**src/rtl/seg_scan_capture.sv**
```systemverilog
// seg_scan_capture: receive side of the 8-digit multiplexed seven-segment bus.
// Rebuilds digit codes, decodes 0-9, flags frames. Optional: SEG_CAPTURE_DP_EN.
module seg_scan_capture #(
    parameter int STABLE_CYCLES  = 16,
    parameter int TIMEOUT_CYCLES = 200000
) (
    input  logic        CLK100MHZ,
    input  logic        reset,
    input  logic [7:0]  seg,
    input  logic [7:0]  an,
    output logic [55:0] dig_code,
    output logic [31:0] dig_val,
    output logic [7:0]  dig_known,
    output logic [7:0]  dig_dp,
    output logic        frame_done,
    output logic        an_err,
    output logic        stale
);

    localparam int SW = $clog2(STABLE_CYCLES + 1);
    localparam int TW = $clog2(TIMEOUT_CYCLES + 1);
    localparam logic [SW-1:0] STABLE_MAX  = SW'(STABLE_CYCLES);
    localparam logic [TW-1:0] TIMEOUT_MAX = TW'(TIMEOUT_CYCLES);
    localparam logic [SW-1:0] CNT_ONE     = SW'(1);

`ifdef SEG_CAPTURE_DP_EN
    localparam logic [7:0] SEG_MASK = 8'hFF;
`else
    localparam logic [7:0] SEG_MASK = 8'h7F;
`endif

    typedef enum logic [1:0] {
        IDLE,
        SETTLE,
        LATCHED
    } state_t;

    state_t        state;
    state_t        state_n;
    logic [SW-1:0] cnt;
    logic [SW-1:0] cnt_n;
    logic [TW-1:0] tcnt;

    logic [7:0] an_q;
    logic [7:0] seg_q;
    logic [7:0] an_p;
    logic [7:0] seg_p;
    logic       multi_q;
    logic [7:0] seen;

    logic [7:0] low;
    logic       any_low;
    logic       one_low;
    logic       multi;
    logic       changed;
    logic       latch;
    logic [2:0] idx;
    logic [5:0] code_base;
    logic [4:0] val_base;
    logic [6:0] code7;
    logic [3:0] dec_val;
    logic       dec_known;
    logic [7:0] seen_n;

    // Input capture plus one cycle of history for the stability compare
    always_ff @(posedge CLK100MHZ) begin
        if (reset) begin
            an_q    <= 8'hFF;
            seg_q   <= 8'hFF & SEG_MASK;
            an_p    <= 8'hFF;
            seg_p   <= 8'hFF & SEG_MASK;
            multi_q <= 1'b0;
        end else begin
            an_q    <= an;
            seg_q   <= seg & SEG_MASK;
            an_p    <= an_q;
            seg_p   <= seg_q;
            multi_q <= multi;
        end
    end

    // Anode classification: none, exactly one, or several digits selected
    always_comb begin
        low     = ~an_q;
        any_low = |low;
        one_low = any_low && ((low & (low - 8'd1)) == 8'd0);
        multi   = any_low && !one_low;
        changed = (an_q != an_p) || (seg_q != seg_p);
    end

    // Selected digit index and its slice offsets in the packed outputs
    always_comb begin
        idx = 3'd0;
        for (int i = 0; i < 8; i++) begin
            if (low[i]) idx = 3'(i);
        end
        code_base = {3'b000, idx} * 6'd7;
        val_base  = {idx, 2'b00};
    end

    // Segment code with a in the MSB, decoded back to a digit value
    always_comb begin
        code7 = {seg_q[0], seg_q[1], seg_q[2], seg_q[3],
                 seg_q[4], seg_q[5], seg_q[6]};
        dec_val   = 4'd0;
        dec_known = 1'b1;
        case (code7)
            7'b0000001: dec_val = 4'd0;
            7'b1001111: dec_val = 4'd1;
            7'b0010010: dec_val = 4'd2;
            7'b0000110: dec_val = 4'd3;
            7'b1001100: dec_val = 4'd4;
            7'b0100100: dec_val = 4'd5;
            7'b0100000: dec_val = 4'd6;
            7'b0001111: dec_val = 4'd7;
            7'b0000000: dec_val = 4'd8;
            7'b0000100: dec_val = 4'd9;
            default: begin
                dec_val   = 4'd0;
                dec_known = 1'b0;
            end
        endcase
    end

    // Capture FSM state register
    always_ff @(posedge CLK100MHZ) begin
        if (reset) begin
            state <= IDLE;
            cnt   <= '0;
        end else begin
            state <= state_n;
            cnt   <= cnt_n;
        end
    end

    // Next state: settle on a single selected digit, latch once stable
    always_comb begin
        state_n = state;
        cnt_n   = cnt;
        latch   = 1'b0;
        unique case (state)
            IDLE: begin
                if (one_low) begin
                    state_n = SETTLE;
                    cnt_n   = CNT_ONE;
                end else begin
                    cnt_n = '0;
                end
            end
            SETTLE: begin
                if (!one_low) begin
                    state_n = IDLE;
                    cnt_n   = '0;
                end else begin
                    if (changed) begin
                        cnt_n = CNT_ONE;
                    end else if (cnt != STABLE_MAX) begin
                        cnt_n = cnt + CNT_ONE;
                    end
                    if (cnt_n == STABLE_MAX) begin
                        latch   = 1'b1;
                        state_n = LATCHED;
                    end
                end
            end
            LATCHED: begin
                if (changed) begin
                    if (one_low) begin
                        state_n = SETTLE;
                        cnt_n   = CNT_ONE;
                    end else begin
                        state_n = IDLE;
                        cnt_n   = '0;
                    end
                end
            end
            default: begin
                state_n = IDLE;
                cnt_n   = '0;
            end
        endcase
    end

    // Digit storage: only the selected digit is written on a latch
    always_ff @(posedge CLK100MHZ) begin
        if (reset) begin
            dig_code  <= '1;
            dig_val   <= '0;
            dig_known <= '0;
        end else if (latch) begin
            dig_code[code_base +: 7] <= code7;
            dig_val[val_base +: 4]   <= dec_val;
            dig_known[idx]           <= dec_known;
        end
    end

`ifdef SEG_CAPTURE_DP_EN
    // Decimal point captured alongside its digit (active-low on the bus)
    always_ff @(posedge CLK100MHZ) begin
        if (reset) begin
            dig_dp <= '0;
        end else if (latch) begin
            dig_dp[idx] <= ~seg_q[7];
        end
    end
`else
    assign dig_dp = 8'h00;
`endif

    assign seen_n = seen | low;

    // Frame tracking: pulse once every digit has been latched at least once
    always_ff @(posedge CLK100MHZ) begin
        if (reset) begin
            seen       <= '0;
            frame_done <= 1'b0;
        end else begin
            frame_done <= 1'b0;
            if (latch) begin
                if (seen_n == 8'hFF) begin
                    seen       <= '0;
                    frame_done <= 1'b1;
                end else begin
                    seen <= seen_n;
                end
            end
        end
    end

    // Anode error pulses on entry into a multi-select condition only
    always_ff @(posedge CLK100MHZ) begin
        if (reset) begin
            an_err <= 1'b0;
        end else begin
            an_err <= multi && !multi_q;
        end
    end

    // Staleness: saturating count of cycles since the last latch
    always_ff @(posedge CLK100MHZ) begin
        if (reset) begin
            tcnt <= '0;
        end else if (latch) begin
            tcnt <= '0;
        end else if (tcnt != TIMEOUT_MAX) begin
            tcnt <= tcnt + TW'(1);
        end
    end

    assign stale = (tcnt == TIMEOUT_MAX);

endmodule

```
**config.mk**
```make
export PLATFORM = sky130hd
export DESIGN_NAME = seg_scan_capture
export DESIGN_NICKNAME = d
export VERILOG_FILES = /design/src/rtl/seg_scan_capture.sv
export SDC_FILE = /design/constraint.sdc
export NUM_CORES = 1
export LEC_CHECK = 0
export BUFFER_PORTS_ARGS = -buffer_cell sky130_fd_sc_hd__buf_2
export CORE_UTILIZATION = 50
export DETAILED_ROUTE_END_ITERATION = 16
export PLACE_DENSITY = 0.75
export SLEW_MARGIN = 40
export SYNTH_ARGS = -nofsm -noshare
export SYNTH_HDL_FRONTEND = slang
export SYNTH_SLANG_ARGS = --single-unit
```
**constraint.sdc**
```tcl
create_clock -name CLK100MHZ -period 2.6 [get_ports CLK100MHZ]
set_input_delay 0 -clock CLK100MHZ [delete_from_list [all_inputs] [get_ports CLK100MHZ]]
set_output_delay 0 -clock CLK100MHZ [all_outputs]
set_load 0.02 [all_outputs]
```
After elaboration in Yosys (flattened, before gate mapping) --
Index checks and enable logic that the tools add are counted.
Word-level totals: logic and storage cells 100, output and inout bits 107, bits of input ports 18, register bits 164
Cells by class: bitwise gates (word level) 4, order comparisons 2, equal/unequal tests 21, shifts and indexed selects 4, mux-type cells 33, reductions and logical operators 15, multipliers 1, $add $sub $neg 5
Operators by type and width (count):
- $bwmux 56 | 1
- $shift 7x8->56 const A | 1
- $shiftx 7x8->56 | 1
- $pmux 4 s9 | 1
- $bwmux 32 | 1
- $shift 4x7->32 const A | 1
- $shiftx 4x7->32 | 1
- $mux 5 | 6
- $add 18x1->18 const B | 1
- $eq 18x18->1 const B | 1
- $mux 3 | 6
- $ne 18x18->1 const B | 1
- $ne 8x8->1 | 2
- $pmux 5 s3 | 1
- $eq 7x3->1 const B | 2
- $eq 7x6->1 const B | 2
- $eq 7x7->1 const B | 2
- $reduce_or 10->1 | 1
- $mux 1 | 9
- $and 8x8->8 | 1
- $bwmux 8 | 1
- $eq 8x8->1 const B | 1
- $logic_not 8->1 | 1
- $mux 2 | 4
- 30 further kinds | 36

Depth between registers and ports, before layout --
Gate-level depths: netlist (run 1).
depth in word-level cells 13, gate-level depth with buffers 11, mapped depth without buffers 10

Least setup slack after synthesis (run 1) --
Ideal clock, no wire load.
path kind reg-to-reg, start register an_q[1], end register dig_code[14], buffers on the path 2, library setup time 0.060 ns, slack -0.181 ns, cell stages (with the launch flop) 11, arrival time 2.722 ns, period minus slack after synthesis 2.781 ns, data required time 2.540 ns, cell sequence dfxtp_1 buf_2 nand2b_1 a21oi_1 nor2_1 ha_1 ha_1 buf_1 nand2_1 nor3_2 a221o_1
On the way: longest elaborated chain between the ends 12, elaborated cells on any way between the ends 27, classes of those cells add/sub: 2; mul: 1; eq/ne: 2; shift: 2; mux: 14; bitwise: 2; reduce/logical: 4
RTL lines:
- from (decl) | RTL line 44 | logic [7:0] an_q;
- from (signal assigned) | RTL line 74 | an_q <= an;
- $not 8->8 | RTL line 84 | low = ~an_q;
- $mux 1 | RTL line 95 | if (low[i]) idx = 3'(i);
- $mux 3 (6 in series) | RTL line 95
- $mul 3x3->6 | RTL line 97 | code_base = {3'b000, idx} * 6'd7;
- $neg 6->8 | RTL line 191 | dig_code[code_base +: 7] <= code7;
- $shiftx 7x8->56 / $shift 7x8->56 (equally long branches) | RTL line 191
- $bwmux 56 | RTL line 191
- to (signal, indexed assignment) | RTL line 191
- to (decl) | RTL line 11 | output logic [55:0] dig_code,
Several ways; a longest one is shown, not always the timed one. The select of a mux whose other input is x is not followed. A chain may end at the register's enable or synchronous reset.

Worst setup path after layout (run 1) --
start register an_q[3], end register dig_code[31]
On the way: longest elaborated chain between the ends 10, elaborated cells on any way between the ends 25, classes of those cells add/sub: 2; mul: 1; eq/ne: 2; shift: 2; mux: 12; bitwise: 2; reduce/logical: 4
RTL lines (RTL line):
- $not 8->8 | 84
- $mux 3 (5 in series) | 95
- $mul 3x3->6 | 97
- $neg 6->8 | 191
- $shiftx 7x8->56 / $shift 7x8->56 (equally long branches) | 191
- $bwmux 56 | 191
Several ways; a longest one is shown, not always the timed one. The select of a mux whose other input is x is not followed.

==> out/qor.csv, run 1 <==
metric,value,unit
run status,"complete, no violations",
Avg WL per Cell,16.5,um
FF+latch area,0.00324,mm^2
CTS Buf Count,17,
Post-Route WL,17600,um
warnings from Yosys,0,
Critical Path AT,2860,ps
Routed Antenna Nets,0,
H-tree depth,4,
Worst R2R Start,an_q[3],
first drt pass iteration count,5,
WHS Endpoint,dig_val[3],
top-count cell post-synth,dfxtp_1,
endpoint type of the worst setup path,flip-flop,
Critical Path Fanout Max,9,
CTS tree,yes,
sequential area share after synthesis,0.456,
"Req. time, crit path",2950,ps
Worst-Skew Late Latency,430,ps
Die ar.,0.0147,mm^2
n_diodes,0,
period utilisation layout,0.965,
Hold WS,83.9,ps
clock skew,9.46,ps
Worst-Margin Slew,644,ps
final hold vios,0,
final non-filler cell total,1064,
first-pass GRT wire length,28000,um
area grow syn2layout,23.9,%
Final min period,2510,ps
Root Buffer,clkbuf_16,
"Slew Viols, Final",0,
Crit Path Class,flip-flop to flip-flop,
async set-or-reset flop fraction in the synthesized netlist,0,
Initial Util,0.512,
DR vias/cell,5.55,
Via Count,5903,
DP Worst Slack,-95.8,ps
cell taking the most area after synthesis,dfxtp_1,
CTS sink cnt,162,
Chip Width,121,um
syn avg cell area,9.89,um^2
Tightest Hold Check Type,input port to flip-flop,
Fmax,399,MHz
Synth Register Bits,162,
routability cong.,0.881,
FF-to-FF setup slack,90,ps
clk buf depth,2,
Mapped Cells,719,
area of the multi-input gates,0.00362,mm^2
antenna violations before repair,0,
Die Y,121,um
largest net degree at the start of global routing,67,
post-synth cell types,67,
FF-to-FF path depth,8,
drt initial violations,466,
Synth Flop Type,dfxtp_1,
Total Power,5.37,mW
Buffers on Ports,115,
R2R Path End,dig_code[31],
hold path depth,2,
Max Cap Viol,0,
std cell rows,43,
core area,0.0139,mm^2
GRT Total Usage,0.247,
Final HPWL DP,12700,um
Pleak,3.63,nW
top cell type's share of synthesized area,0.456,
synth cell count leaders,"162 x dfxtp_1, 70 x nor2_1, 48 x mux2i_1",
clock slew seen by the registers of the worst setup and hold paths,60,ps
Max IR drop VDD,0.000496,V
post-synthesis cell area,0.00711,mm^2
Rel. slew slack,0.570,
hold path startpoint,reset,
Ports,125,
drt drc,0,
Placed Cells,1013,
setup ws final,91.7,ps
Final Setup Violations,0,
fill count,1117,
pwr/cell area,609,mW/mm^2
number of global-route vias before repair,5645,
Congestion Overflow GR,0,
"EDFF count, synth",0,
synth top area cells,"dfxtp_1 46%, mux2i_1 6.8%, a221o_1 6.2%",
CP Launch Type,flip-flop,
fin nets,899,
ratio of cells with drive above 1 in the final layout,0.301,
[flip-flops by register name (all words and copies together), names as in the netlist]
signal and cells:
an_err 1, an_p 8, an_q 8, cnt 5, dig_code 56, dig_known 8, dig_val 32, frame_done 1
multi_q 1, seen 8, seg_p 7, seg_q 7, state 2, tcnt 18
[logic make-up (layout without fill, tap and decap cells)]
logic type | Yosys count | after routing | share of synthesized area
XOR/XNOR | 34 | 34 | 0.0419
flip-flops | 162 | 162 | 0.456
other | 1 | 8 | 0.000527
AND/OR/NAND/NOR | 296 | 296 | 0.253
adder cells (fa/ha/maj) | 11 | 11 | 0.0190
buffers and inverters | 73 | 231 | 0.0480
AO/OA/AOI/OAI | 93 | 93 | 0.113
multiplexers | 49 | 49 | 0.0692
[stage by stage]
step | util | TNS (ps) | cell area, um^2
finish | 0.635 | 0 | 8810
global route | 0.635 | -2.32 | 8810
CTS | 0.629 | 0 | 8730
detailed placement | 0.576 | -95.8 | 8000
global placement | 0.576 | 0 | 8000
floorplan | - | 0 | 7140
[placed cells by master (no fill, tap or decap), types with 8 or more instances in the layout]
master           n
nand2_1         21
a221o_1         44
or2_2           25
a21oi_1          8
conb_1           8
nand3_1         31
o21a_1          10
nand4_1         11
buf_2          114
nor2_1          69
clkbuf_16       17
mux2i_1         48
dlygate4sd3_1   15
nor3_1          11
dfxtp_1        162
buf_4           47
xor2_1          27
and3_1           8
inv_1           22
ha_1            10
nand2b_1        44
[cell type report]
cell class	count	share of cell area
multi-input combinational	491	0.411
inverter	23	0.00980
clock inverter	12	0.0107
sequential	162	0.368
clock buffer	20	0.0530
timing repair buffer	176	0.122
tap	180	0.0256
[critical path, cell delays in order (launching register included)]
cell     delay (ps)
dfxtp_1         410
buf_4           190
and4_1          310
a31oi_1         150
a21oi_4         300
nand4_2         360
nor3_4          280
buf_4           220
mux2i_1         210
[metal layers]
layer  share of wire  GRT usage  vias up  wire length, um
met5               0          0        -                0
met4           0.027      0.111        0              473
met3           0.061     0.0606       42             1080
met2            0.47      0.398      226             8290
met1            0.44      0.312     2793             7740
li1                -          -     2842                -
[timing repair]
item	in CTS	in global routing
setup buffers	0	4
endpoints found under the hold margin	15	0
setup endpoints to repair	3	86
pin swaps	1	2
resized for setup	3	12
hold buffers	15	0
[worst max path at each step]
stage / from / cells past startpoint / end / slack (ps)
2_1_floorplan: an_q[1] / 11 / dig_code[28] / 40
3_3_place_gp: cnt[0] / 8 / dig_known[2] / 30
3_5_place_dp: cnt[0] / 8 / dig_known[2] / -100
4_1_cts: an_q[6] / 9 / dig_val[2] / 50
5_1_grt: an_q[3] / 9 / dig_code[38] / -2
6_report: an_q[3] / 8 / dig_code[31] / 90
[power by group]
group	internal (mW)	switching (mW)
combinational	0.177	0.287
sequential	2.51	0.0255
clock	1.32	1.05
total	4.01	1.36
No activity file was read; power rests on OpenSTA's default activity.
==> run 2, diff against run 1 <==
--- a/config.mk
+++ b/config.mk
@@ -6,9 +6,11 @@
 export NUM_CORES = 1
 export LEC_CHECK = 0
 export BUFFER_PORTS_ARGS = -buffer_cell sky130_fd_sc_hd__buf_2
-export CORE_UTILIZATION = 50
+export CELL_PAD_IN_SITES_DETAIL_PLACEMENT = 1
+export CELL_PAD_IN_SITES_GLOBAL_PLACEMENT = 2
+export CORE_UTILIZATION = 31
 export DETAILED_ROUTE_END_ITERATION = 16
-export PLACE_DENSITY = 0.75
+export PLACE_DENSITY_LB_ADDON = 0.1
 export SLEW_MARGIN = 40
 export SYNTH_ARGS = -nofsm -noshare
 export SYNTH_HDL_FRONTEND = slang
==> run 2 against run 1 <==
Via count is 0.47% higher. Count of clock-buffer cells in the layout down 1. Non-clock buffer count is 15 higher. Register-to-register slack about the same. Combinational power grew 5.6%. Largest power group is now clock. Sequential share of layout area shrank 1.2 points.
==> out/qor.csv, run 2 (synthesized netlist as in run 1, its figures left out) <==
metric,value,unit,change
Post-Route WL,21200,um,+21%
FF-to-FF path depth,8,,unchanged
clock slew seen by the registers of the worst setup and hold paths,70,ps,about the same
setup ws final,86.0,ps,-5.77 ps
Crit Path Class,flip-flop to flip-flop,,
clock skew,13.7,ps,+4.25 ps
post-route design area,0.00914,mm^2,+3.7%
FF-to-FF setup slack,90,ps,about the same
Root Buffer,clkbuf_16,,
Congestion Overflow GR,0,,unchanged
hold path depth,3,,+1
Tightest Hold Check Type,input port to flip-flop,,
Final HPWL DP,15300,um,+21%
Die Y,153,um,+27%
Via Count,5931,,+0.47%
WHS Endpoint,seg_q[0],,
Worst R2R Start,an_q[6],,
routability cong.,0.793,,-10%
antenna violations before repair,0,,unchanged
Initial Util,0.315,,-0.197
std cell rows,55,,+28%
period utilisation layout,0.967,,+0.00222
final hold vios,0,,unchanged
unrepaired setup endpoints after global routing,yes,,
number of global-route vias before repair,6223,,+10%
setup_tns,0,ps,unchanged
largest net degree at the start of global routing,57,,-15%
cell chain of the critical path,"buf_4, maj3_1, a31oi_1, a21oi_4, nand2_2, nor3_2, buf_4, a221o_1",,
CTS sink cnt,162,,unchanged
area grow syn2layout,28.5,%,
DR vias/cell,5.01,,-9.8%
CTS tree,yes,,
Fmax,398,MHz,-0.23%
Worst path slowest cell,a31oi_1,,
max FFs per register,56,,unchanged
Worst-Skew Late Latency,430,ps,about the same
Largest Register,dig_code,,
Crit path top cell by count,buf_4,,
Hold WS,280,ps,+196 ps
Util after Layout,0.405,,-0.230
R2R Path End,dig_code[18],,
H-tree depth,4,,unchanged
CP max stage delay,440,ps,+30 ps
area of the multi-input gates,0.00361,mm^2,-0.28%
clk buf depth,2,,unchanged
Max Cap Viol,0,,unchanged
Worst-Margin Slew,743,ps,+98.1 ps
Pleak,3.73,nW,+2.7%
pwr/cell area,623,mW/mm^2,+2.2%
Ports,125,,unchanged
Critical Path AT,2840,ps,-20 ps
hold path startpoint,seg[0],,
drt initial violations,209,,-55%
metal2 WL,10200,um,+23%
top layer in use,met4,,
Routed Antenna Nets,0,,unchanged
DP Worst Slack,-63.2,ps,+32.6 ps
ratio of cells with drive above 1 in the final layout,0.313,,+0.0124
first-pass GRT wire length,34100,um,+22%
CP Launch Type,flip-flop,,
Final min period,2510,ps,+5.77 ps
Critical Path Fanout Max,7,,-2
Max IR drop VDD,0.000347,V,-30%
FF+latch area,0.00325,mm^2,+0.19%
WL met1,9830,um,+27%
"commonest non-fill, non-tap cells in the layout","157 x dfxtp_1, 115 x buf_2, 69 x nor2_1",,
fin nets,915,,+1.8%
CTS Buf Count,17,,unchanged
Avg WL per Cell,17.9,um,+8.2%
dpl cell area,0.00825,mm^2,+3.1%
GRT Total Usage,0.185,,-0.0625
DR WL met3,898,um,-17%
fill count,2583,,+130%
drt drc,0,,unchanged
Buffers on Ports,115,,unchanged
n_diodes,0,,unchanged
Die ar.,0.0235,mm^2,+60%
Rel. slew slack,0.498,,-0.0724
"commonest non-fill, non-tap cell in the layout",dfxtp_1,,
Final Setup Violations,0,,unchanged
Chip Width,153,um,+27%
run status,"complete, no violations",,
"Slew Viols, Final",0,,unchanged
biggest regs,"dig_code (56), dig_val (32), tcnt (18)",,
first drt pass iteration count,4,,-1
endpoint type of the worst setup path,flip-flop,,
core area,0.0226,mm^2,+63%
"Req. time, crit path",2920,ps,-30 ps
run 2: cell count changes in the layout (fill, tap and decap cells not counted), moves of 3 or more:
cell      change
buf_4        +10
clkinv_2      -3
dfxtp_2       +5
dfxtp_1       -5
clkinv_4      +3
run 2: layer usage:
layer / track usage / vias to the layer above
li1: - / 2873
met1: 0.232 / 2909
met2: 0.313 / 127
met3: 0.0403 / 22
met4: 0.0586 / 0
met5: 0 / -
run 2: power by group:
part           total, mW  switching (mW)  internal [mW]
combinational      0.490           0.300          0.190
sequential          2.54          0.0292           2.51
clock               2.66            1.15           1.50
total               5.69            1.48           4.21
run 2: area by class of cell:
type,instances,area share
tap,285,0.0390
inverter,23,0.00945
timing repair buffer,191,0.133
clock buffer,19,0.0496
multi-input combinational,492,0.395
clock inverter,13,0.0178
sequential,162,0.356
run 2: worst max path at each step:
stage | from | endpoint | slack, ps | cells past startpoint
after CTS | an_q[6] | dig_code[28] | 1 | 11
after global routing | an_q[1] | dig_code[20] | -20 | 10
after detailed placement | an_q[6] | dig_code[4] | -60 | 10
after global placement | an_q[3] | dig_code[5] | -20 | 10
after floorplan | an_q[1] | dig_code[28] | 40 | 11
final | an_q[6] | dig_code[18] | 90 | 8
run 2: timing repair:
item	CTS	global route
setup endpoints to repair	10	97
setup buffers	0	5
gates cloned	0	2
pin swaps	0	5
hold buffers	16	0
resized for setup	1	17
endpoints found under the hold margin	17	0
run 2: metrics by stage:
stage,std cells,power [mW]
2_1_floorplan,726,2.90
3_3_place_gp,1130,3.04
4_1_cts,1178,5.75
3_5_place_dp,1130,3.05
5_1_grt,1185,5.92
6_report,1185,5.69
run 2: critical path, delay by kind of cell, from the launching register on:
kind | cells | cell delay (ps)
AO/OA/AOI/OAI | 3 | 920
adder cells (fa/ha/maj) | 1 | 350
buffers and inverters | 2 | 360
flip-flops | 1 | 370
AND/OR/NAND/NOR | 2 | 410
==> run 3, diff against run 2 <==
--- a/config.mk
+++ b/config.mk
@@ -11,6 +11,7 @@
 export CORE_UTILIZATION = 31
 export DETAILED_ROUTE_END_ITERATION = 16
 export PLACE_DENSITY_LB_ADDON = 0.1
+export SKIP_CTS_REPAIR_TIMING = 1
 export SLEW_MARGIN = 40
 export SYNTH_ARGS = -nofsm -noshare
 export SYNTH_HDL_FRONTEND = slang
==> constraint.sdc (replaced) <==
create_clock -name CLK100MHZ -period 2.6 [get_ports CLK100MHZ]
set_input_delay 0.78 -clock CLK100MHZ [delete_from_list [all_inputs] [get_ports CLK100MHZ]]
set_output_delay 0.78 -clock CLK100MHZ [all_outputs]
set_load 0.02 [all_outputs]
==> run 3 against run 2 <==
Wire length decreased by 0.31%. Die area unchanged. Non-clock buffer count fell by 16. Worst setup slack improved by 52 ps. Total power increased by 0.68%. Via count up 0.17%. First-iteration DRC count down 22%. Design area decreased by 0.49%. Combinational power increased by 2%. Critical path type unchanged. Largest power group unchanged.
==> out/qor.csv, run 3 (synthesized netlist as in run 1, its figures left out) <==
metric,value,unit,change
Largest Register,dig_code,,
Die Y,153,um,unchanged
routability cong.,0.811,,+2.4%
Via Count,5941,,+0.17%
Crit Path Class,flip-flop to flip-flop,,
Root Buffer,clkbuf_16,,
Initial Util,0.315,,unchanged
FF-to-FF path depth,8,,unchanged
hold path depth,1,,-2
Worst-Skew Late Latency,430,ps,about the same
clock skew,21.4,ps,+7.69 ps
"Req. time, crit path",2910,ps,about the same
hold path startpoint,multi_q,,
CTS sink cnt,162,,unchanged
biggest regs,"dig_code (56), dig_val (32), tcnt (18)",,
WHS Endpoint,an_err,,
Rel. slew slack,0.493,,-0.00495
Final min period,2460,ps,-52.0 ps
clk buf depth,2,,unchanged
Critical Path Fanout Max,8,,+1
number of global-route vias before repair,6230,,+0.11%
Worst R2R Start,an_q[3],,
Final HPWL DP,15600,um,+2.0%
n_diodes,0,,unchanged
Fmax,406,MHz,+2.1%
largest net degree at the start of global routing,37,,-35%
area of the multi-input gates,0.00370,mm^2,+2.5%
max FFs per register,56,,unchanged
Max Cap Viol,0,,unchanged
DP Worst Slack,-154,ps,-90.4 ps
antenna violations before repair,0,,unchanged
CTS Buf Count,17,,unchanged
endpoint type of the worst setup path,flip-flop,,
"Slew Viols, Final",0,,unchanged
R2R Path End,dig_code[53],,
run status,"complete, no violations",,
Congestion Overflow GR,0,,unchanged
Critical Path AT,2770,ps,-70 ps
unrepaired setup endpoints after global routing,yes,,
FF-to-FF setup slack,140,ps,+50 ps
DR vias/cell,5.09,,+1.6%
area grow syn2layout,27.9,%,
first drt pass iteration count,6,,+2
core area,0.0226,mm^2,unchanged
CP Launch Type,flip-flop,,
Post-Route WL,21100,um,-0.31%
fin nets,898,,-1.9%
"commonest non-fill, non-tap cell in the layout",dfxtp_1,,
Total Power,5.73,mW,+0.68%
first-pass GRT wire length,34000,um,-0.34%
ratio of cells with drive above 1 in the final layout,0.327,,+0.0140
Routed Antenna Nets,0,,unchanged
FF+latch area,0.00325,mm^2,about the same
period utilisation layout,0.947,,-0.0200
fill count,2581,,-0.077%
Avg WL per Cell,18.1,um,+1.1%
Pleak,3.67,nW,-1.5%
drt drc,0,,unchanged
Buffers on Ports,115,,unchanged
H-tree depth,4,,unchanged
Ports,125,,unchanged
CTS tree,yes,,
Crit path top cell by count,buf_4,,
CP max stage delay,360,ps,-80 ps
setup ws final,138,ps,+52.0 ps
std cell rows,55,,unchanged
Final Setup Violations,0,,unchanged
"commonest non-fill, non-tap cells in the layout","155 x dfxtp_1, 113 x buf_2, 69 x nor2_1",,
GRT Total Usage,0.183,,-0.00161
Worst path slowest cell,dfxtp_2,,
Tightest Hold Check Type,flip-flop to flip-flop,,
drt initial violations,164,,-22%
clock slew seen by the registers of the worst setup and hold paths,70,ps,about the same
pwr/cell area,630,mW/mm^2,+1.2%
final hold vios,0,,unchanged
Worst-Margin Slew,750,ps,+7.32 ps
Chip Width,153,um,unchanged
cell chain of the critical path,"buf_4, and4_1, and2_1, nor2_2, and4_4, nand2_1, buf_4, a221o_1",,
Max IR drop VDD,0.000375,V,+8.1%
Die ar.,0.0235,mm^2,unchanged
[run 3: cell count changes in the layout (fill, tap and decap cells not counted), sizes merged]
cell | before | now
a21oi | 12 | 11
bufinv | 2 | 3
clkbuf | 19 | 17
clkinv | 3 | 5
clkinvlp | 1 | 2
dlygate4sd3 | 16 | 0
inv | 30 | 28
[run 3: critical path, delay by kind of cell, from the launching register on]
kind | cells | cell delay, ps
simple gates | 5 | 1320
compound gates | 1 | 300
flops | 1 | 360
buf+inv | 2 | 360
[run 3: per-stage QoR]
step / TNS (ps) / util / area (um^2) / hold slack, ps / instances
floorplan: 0 / - / 7140 / 375 / 726
finish: 0 / 0.403 / 9090 / 420 / 1168
detailed placement: -1740 / 0.367 / 8290 / 433 / 1134
CTS: -2810 / 0.395 / 8920 / 441 / 1166
global placement: -1040 / 0.367 / 8290 / 425 / 1134
global route: -48.0 / 0.403 / 9090 / 443 / 1168
[run 3: layout make-up]
cell class                 instances  share of cell area
tap                              285              0.0392
inverter                          23             0.00950
clock inverter                    15              0.0220
sequential                       162               0.358
multi-input combinational        491               0.407
clock buffer                      17              0.0468
timing repair buffer             175               0.118
[run 3: where the power goes]
| part | internal [mW] | switching, mW |
|---|---|---|
| logic | 0.192 | 0.305 |
| clock network | 1.55 | 1.14 |
| registers | 2.51 | 0.0272 |
| total | 4.25 | 1.48 |
[run 3: how the worst max path moves through the flow]
| stage | start | cells after the start | to |
|---|---|---|---|
| after global routing | tcnt[14] | 4 | stale |
| after floorplan | an_q[1] | 11 | dig_code[28] |
| final | an_q[3] | 8 | dig_code[53] |
| after detailed placement | an_q[2] | 11 | dig_code[34] |
| after CTS | tcnt[2] | 4 | stale |
| after global placement | an_q[6] | 11 | dig_code[31] |
[run 3: per-layer routing]
layer | routed length, um | GRT usage
met1 | 10000 | 0.237
met2 | 10200 | 0.310
met3 | 734 | 0.0371
met4 | 191 | 0.0471
met5 | 0 | 0
